File: config.mk
export PLATFORM = sky130hd
export DESIGN_NAME = bit_serial_adder
export DESIGN_NICKNAME = d
export VERILOG_FILES = /design/src/rtl/bit_serial_adder.sv
export SDC_FILE = /design/constraint.sdc
export NUM_CORES = 1
export LEC_CHECK = 0
export ABC_CLOCK_PERIOD_IN_PS = 1550
export CAP_MARGIN = 20
export CORE_ASPECT_RATIO = 1.25
export CORE_MARGIN = 2
export CORE_UTILIZATION = 46
export DETAILED_ROUTE_END_ITERATION = 12
export GPL_TIMING_DRIVEN = 0
export PLACE_DENSITY = 0.75
export REMOVE_ABC_BUFFERS = 1
export SLEW_MARGIN = 30
export SYNTH_ARGS = -nofsm -noshare
export SYNTH_HDL_FRONTEND = slang
export SYNTH_SLANG_ARGS = --single-unit
export TNS_END_PERCENT = 20
File: constraint.sdc
create_clock -name clk -period 1.55 [get_ports clk]
set_input_delay 0.155 -clock clk [delete_from_list [all_inputs] [get_ports clk]]
set_output_delay 0.155 -clock clk [all_outputs]
set_load 0.1 [all_outputs]
File: src/rtl/bit_serial_adder.sv
// Bit-serial adder: one full-adder cell and a carry flop, LSB first.
// A start/busy/done handshake frames each WIDTH-cycle operation.
module bit_serial_adder #(
    parameter int WIDTH = 8
) (
    input  logic             clk,
    input  logic             rst,
    input  logic             start,
    input  logic [WIDTH-1:0] a,
    input  logic [WIDTH-1:0] b,
    input  logic             cin,
    output logic             busy,
    output logic             done,
    output logic [WIDTH-1:0] sum,
    output logic             cout
);

    localparam int CW = $clog2(WIDTH);
    localparam logic [CW-1:0] LAST = CW'(WIDTH - 1);

    typedef enum logic [1:0] {
        S_IDLE,
        S_RUN,
        S_DONE
    } state_t;

    state_t state, state_nx;

    logic [WIDTH-1:0] a_sr, b_sr, sum_sr, sum_nx;
    logic [CW-1:0]    cnt;
    logic             c, s, c_nx, last_bit;

    assign s        = a_sr[0] ^ b_sr[0] ^ c;
    assign c_nx     = (a_sr[0] & b_sr[0]) | (c & (a_sr[0] ^ b_sr[0]));
    assign sum_nx   = {s, sum_sr[WIDTH-1:1]};
    assign last_bit = (cnt == LAST);

    always_ff @(posedge clk) begin
        if (rst) state <= S_IDLE;
        else     state <= state_nx;
    end

    always_comb begin
        state_nx = state;
        busy     = 1'b0;
        done     = 1'b0;
        unique case (state)
            S_IDLE: begin
                if (start) state_nx = S_RUN;
            end
            S_RUN: begin
                busy = 1'b1;
                if (last_bit) state_nx = S_DONE;
            end
            S_DONE: begin
                busy     = 1'b1;
                done     = 1'b1;
                state_nx = S_IDLE;
            end
            default: state_nx = S_IDLE;
        endcase
    end

    always_ff @(posedge clk) begin
        if (rst) begin
            a_sr   <= '0;
            b_sr   <= '0;
            sum_sr <= '0;
            c      <= 1'b0;
            cnt    <= '0;
            sum    <= '0;
            cout   <= 1'b0;
        end else begin
            unique case (state)
                S_IDLE: begin
                    if (start) begin
                        a_sr   <= a;
                        b_sr   <= b;
                        sum_sr <= '0;
                        c      <= cin;
                        cnt    <= '0;
                    end
                end
                S_RUN: begin
                    a_sr   <= a_sr >> 1;
                    b_sr   <= b_sr >> 1;
                    sum_sr <= sum_nx;
                    c      <= c_nx;
                    // wrap to zero so the counter never passes WIDTH-1
                    if (last_bit) begin
                        cnt  <= '0;
                        sum  <= sum_nx;
                        cout <= c_nx;
                    end else begin
                        cnt <= cnt + CW'(1);
                    end
                end
                default: ;
            endcase
        end
    end

endmodule

# After elaboration in Yosys (flattened, before gate mapping)
# Cells that the tools add are included.
totals:
  out_inout_bits: 11
  inputBits: 20
  register_bits: 39
  word_cells: 41
op_classes:
  n_addsub: 1
  muxes: 16
  n_reduce_logical: 6
  n_eq_ne: 5
  bitwise_logic: 5
ops:
  columns: ["operator", "n"]
  rows:
  - ["case mux 8 bit (2 select lines)", 3]
  - ["two-way mux 8 bit", 3]
  - ["two-way mux 3 bit", 2]
  - ["case mux 3 bit (2 select lines)", 1]
  - ["AND reduction 2 bit", 3]
  - ["two-way mux 2 bit", 2]
  - ["inequality test 2 bit, second input constant", 2]
  - ["case mux 2 bit (2 select lines)", 1]
  - ["adder 3 x 1 -> 3 bit, second input constant", 1]
  - ["equality test 3 bit, second input constant", 1]
  - ["two-way mux 1 bit", 3]
  - ["AND 1 bit", 2]
  - ["equality test 2 x 1 -> 1 bit, second input constant", 1]
  - ["equality test 2 bit, second input constant", 1]
  - ["logical NOT 2 bit", 1]
  - ["case mux 1 bit (2 select lines)", 1]
  - ["nonzero test 2 bit", 1]
  - ["OR reduction 2 bit", 1]
  - ["XOR 1 bit", 2]
  - ["bitwise OR 1 bit", 1]

# Logic depth before layout (Yosys ltp)
# Gate-level depths: netlist (run 1).
depth:
  ltp_word: 4
  ltp_mapped: 7
  mapped_depth_nobuf: 5

# Worst setup path before layout (run 1)
# No wires, ideal clock.
synth_timing:
  path_type: "register to register"
  from: "register state[0]"
  to: "register a_sr[1]"
  required_time_ns: 1.464
  stages_incl_launch_ff: 6
  n_path_buf: 1
  synth_period_minus_slack_ns: 1.435
  path_slack_ns: 0.115
  setup_time_ns: 0.086
  t_arrival_ns: 1.350
  path_cell_list: "dfxtp_1 > inv_1 > ha_1 > mux2_4 > buf_2 > a211oi_1"
synth_via:
  elab_chain_len: 3
  word_cells_on_any_way: 6
  cone_classes: "2 x eq/ne; 1 x mux; 3 x reduce/logical"
synth_rtl:
  columns: ["element", "line_no", "source"]
  rows:
  - ["start: declaration", "27", "state_t state, state_nx;"]
  - ["start signal: assignment", "40", "else state <= state_nx;"]
  - ["equality test 2 x 1 -> 1 bit / logical NOT 2 bit (equally long branches)", "74", "unique case (state)"]
  - ["nonzero test 2 bit (no line) / inequality test 2 bit (equally long branches)", null, null]
  - ["AND reduction 2 bit (no line)", null, null]
  - ["end signal: assignment", "85", "a_sr <= a_sr >> 1;"]
  - ["end: declaration", "29", "logic [WIDTH-1:0] a_sr, b_sr, sum_sr, sum_nx;"]
# Parallel ways exist; a longest one is shown, timed or not.
# A chain may end at the register's enable or synchronous reset.

# Worst setup path in the final report (run 1)
layout_timing:
  from: "register state[0]"
  to: "register cnt[0]"
layout_via:
  elab_chain_len: 3
  word_cells_on_any_way: 6
  cone_classes: "2 x eq/ne; 1 x mux; 3 x reduce/logical"
layout_rtl:
  columns: ["element", "line_no", "source"]
  rows:
  - ["equality test 2 x 1 -> 1 bit / logical NOT 2 bit (equally long branches)", "74", null]
  - ["nonzero test 2 bit (no line) / inequality test 2 bit (equally long branches)", null, null]
  - ["AND reduction 2 bit (no line)", null, null]
  - ["end signal: assignment", "95", "cnt <= cnt + CW'(1);"]
  - ["end: declaration", "30", "logic [CW-1:0] cnt;"]
# Parallel ways exist; a longest one is shown, timed or not.

==> summary.md, run 1 <==
| Metric | Value |
|---|---|
| Lkg Pwr | `0.7934 nW` |
| Share of layout cells above drive strength 1 | `19.23%` |
| Routed len/inst | `14.11 um` |
| Post-synth cell types | `23` |
| Post-synth top area share | `45.78%` |
| Final core occ | `62.93%` |
| Post-layout nets | `234` |
| Initial Util | `47.70%` |
| Pint | `1.743 mW` |
| Arrival @ worst endpoint | `1810 ps` |
| Flop pwr share | `44.6%` |
| Netlist Area Pre-Place | `1662 um2` |
| Initial DRC count | `31` |
| Outcome | `complete, but fails checks` |
| Skew-Pair Late Insertion Delay | `290 ps` |
| Worst vdd ir | `0.9047 mV` |
| Register area share after synthesis | `45.78%` |
| Final Instance Area | `2192 um2` |
| Grt ovf | `0` |
| Initial antenna violation count | `0` |
| Die X | `57.76 um` |
| Crit-path max FO | `10` |
| Total wire length | `3484 um` |
| Most common cell after layout, fill and taps aside | `dfxtp_1` |
| Drt drc | `0` |
| Clock power share | `28.0%` |
| Failing checks | `negative setup slack` |
| Leading area contributor after synthesis | `dfxtp_1` |
| Top cells by area, synth | `dfxtp_1 (46%), mux2i_1 (10%), a211oi_1 (6.8%)` |
| Final critical-path share of the clock period | `102.2%` |
| GRT Total Usage | `18.56%` |
| Vias in the first global route | `1,325` |
| Area of the die | `4112 um2` |
| Hold-fix buffers, CTS | `0` |
| Final setup violation count | `1` |
| Pwr/cell area | `1136 nW/um2` |
| DR WL met2 | `1887 um` |
| Placed Area | `1942 um2` |
| H-tree Lvls | `2` |
| Die Ht | `71.20 um` |
| Worst setup EP type | `flip-flop` |
| Metal3 WL | `147 um` |
| Crit path time final | `1585 ps` |
| Clock root buffer | `clkbuf_8` |
| Post-synthesis sequential element count | `38` |
| Synth Instances | `176` |
| Met1 WL | `1367 um` |
| Fin. Hold Viols | `0` |
| Pre-antenna DRT Iters | `4` |
| Avg Cell Area, Syn | `9.441 um2` |
| Pre-CTS setup slack | `-537.8 ps` |
| Switching power of the nets | `0.7476 mW` |
| Tightest Pin Transition | `660.7 ps` |
| DP Wirelength | `2130 um` |
| Final Wtd Congestion | `0.6890` |
| Io pins | `31` |
| Fill cells | `287` |
| Global-route wire length before repair | `5837 um` |
| Peak per-stage delay on the critical path | `380 ps` |
| Antenna Nets Post-Route | `0` |
| Hold_ws | `373.6 ps` |
| Crit path kind | `flip-flop to flip-flop` |
| Core area | `3483 um2` |
| HP Class | `input pin to flip-flop` |
| RSZ-0062 raised after global routing | `yes` |
| Max-slew violations | `0` |
| Most frequent cells in the layout | `dfxtp_1 (37), nor2_1 (24), clkdlybuf4s50_1 (18), mux2i_1 (16), a211oi_1 (15)` |
| Switching share of total power | `30.02%` |
| Slew headroom | `55.95%` |
| Max Used Layer | `met4` |
| Buffers added on ports | `30` |
| Longest Clk Path Bufs | `2` |
| Worst-path clk slew | `70 ps` |
| Critical Path RT | `1780 ps` |
| Final worst slack | `-34.55 ps` |
| Area delta synth->final | `31.93%` |
| Synth Warn # | `0` |
| Highest-delay cell along the critical path | `dfxtp_4` |
| Crit start category | `flip-flop` |
| CTS Buf Count | `5` |
| Largest net degree at the start of global routing | `39` |
| MaxCap Viol Count | `0` |
| Setup Skew | `6.953 ps` |
| Combinational cell fraction of total power | `27.4%` |
| Total number of vias | `1,369` |
| Vias per cell | `5.543` |
| Row count | `24` |
| Fmax | `0.6311 GHz` |
| Crit-path cells | `inv_1 > ha_4 > mux2i_4 > buf_12 > or3_4 > a21oi_2` |
| N_diodes | `0` |
| CTS Sinks | `38` |
| CTS tree | `yes` |
## per-stage QoR
stage | setup TNS [ps] | power, mW | instances
after CTS | -74.52 | 2.494 | 247
after detailed placement | -10460 | 1.671 | 231
final | -34.55 | 2.490 | 247
after global placement | -45220 | 1.628 | 230
after floorplan | -25260 | 1.499 | 161
after global routing | -499.5 | 2.615 | 247
## power groups by stage
stage	registers, mW	clock network (mW)	logic (mW)
floorplan	1.11	0	0.384
CTS	1.11	0.713	0.671
global route	1.12	0.755	0.742
global placement	1.12	0	0.507
detailed placement	1.13	0	0.542
finish	1.11	0.697	0.683
## layer usage
layer	vias to the layer above	global-route usage (%)
met1	640	19.33
met2	33	33.71
li1	686	-
met3	10	5.484
met4	0	8.010
met5	-	0
## worst max-delay path, delay by kind of cell (launching register included)
family	cells	cell delay (ps)
multiplexers	1	200
buffers and inverters	2	240
adder cells (fa/ha/maj)	1	200
flip-flops	1	380
AO/OA/AOI/OAI	1	130
AND/OR/NAND/NOR	1	370
## logic make-up (layout without fill, tap and decap cells)
logic type / after synthesis / count (layout) / synth area share, %
simple gates: 56 / 56 / 14.91
compound gates: 40 / 40 / 16.34
flops: 38 / 38 / 45.78
mux: 18 / 19 / 11.14
buf+inv: 17 / 48 / 6.100
fa+ha+maj: 7 / 7 / 5.723
## worst paths after layout
| kind | from | to | slack [ps] | cells after the start |
|---|---|---|---|---|
| setup / recovery | state[0] | cnt[0] | -30 | 6 |
| hold reg to reg | sum[2] | sum[2] | 460 | 2 |
| hold / removal | rst | cnt[1] | 370 | 2 |
| setup reg to reg | state[0] | cnt[0] | -30 | 6 |
## Yosys cell counts (all sizes together)
library cell,number
dfxtp,38
nor2,24
mux2i,17
a211oi,15
a21oi,15
nand2,13
buf,10
nand3,10
a32oi,9
ha,6
clkbuf,5
inv,2
nand3b,2
nor2b,2
fa,1
mux2,1
nand2b,1
nor3,1
o21ai,1
or2,1
or2b,1
or3,1
## state kept, by name (all words and copies together) (netlist names)
register  cells
sum_sr        7
cnt           3
cout          1
b_sr          8
state         2
c             1
sum           8
a_sr          8
## layout make-up
| type | instances | area, um2 | share of cell area [%] |
|---|---|---|---|
| clock buffer | 7 | 86.33 | 3.938 |
| clock inverter | 1 | 5.005 | 0.2283 |
| inverter | 2 | 7.507 | 0.3425 |
| multi-input combinational | 122 | 869.6 | 39.67 |
| sequential | 38 | 764.5 | 34.87 |
| tap | 39 | 48.80 | 2.226 |
| timing repair buffer | 38 | 410.4 | 18.72 |
## what timing repair did
item,in CTS,in global routing
pin swaps,2,0
gates resized for setup,46,5
cloned,2,0
setup endpoints to repair,48,25
buffers inserted,6,0
hold endpoints to repair,0,0
(Power assumes the default switching activity.)
==> run 2, diff against run 1 <==
- CAP_MARGIN: 20 -> 10
==> results of run 2 <==
Same layout as run 1: the final DEF is identical, and so are final timing and power.
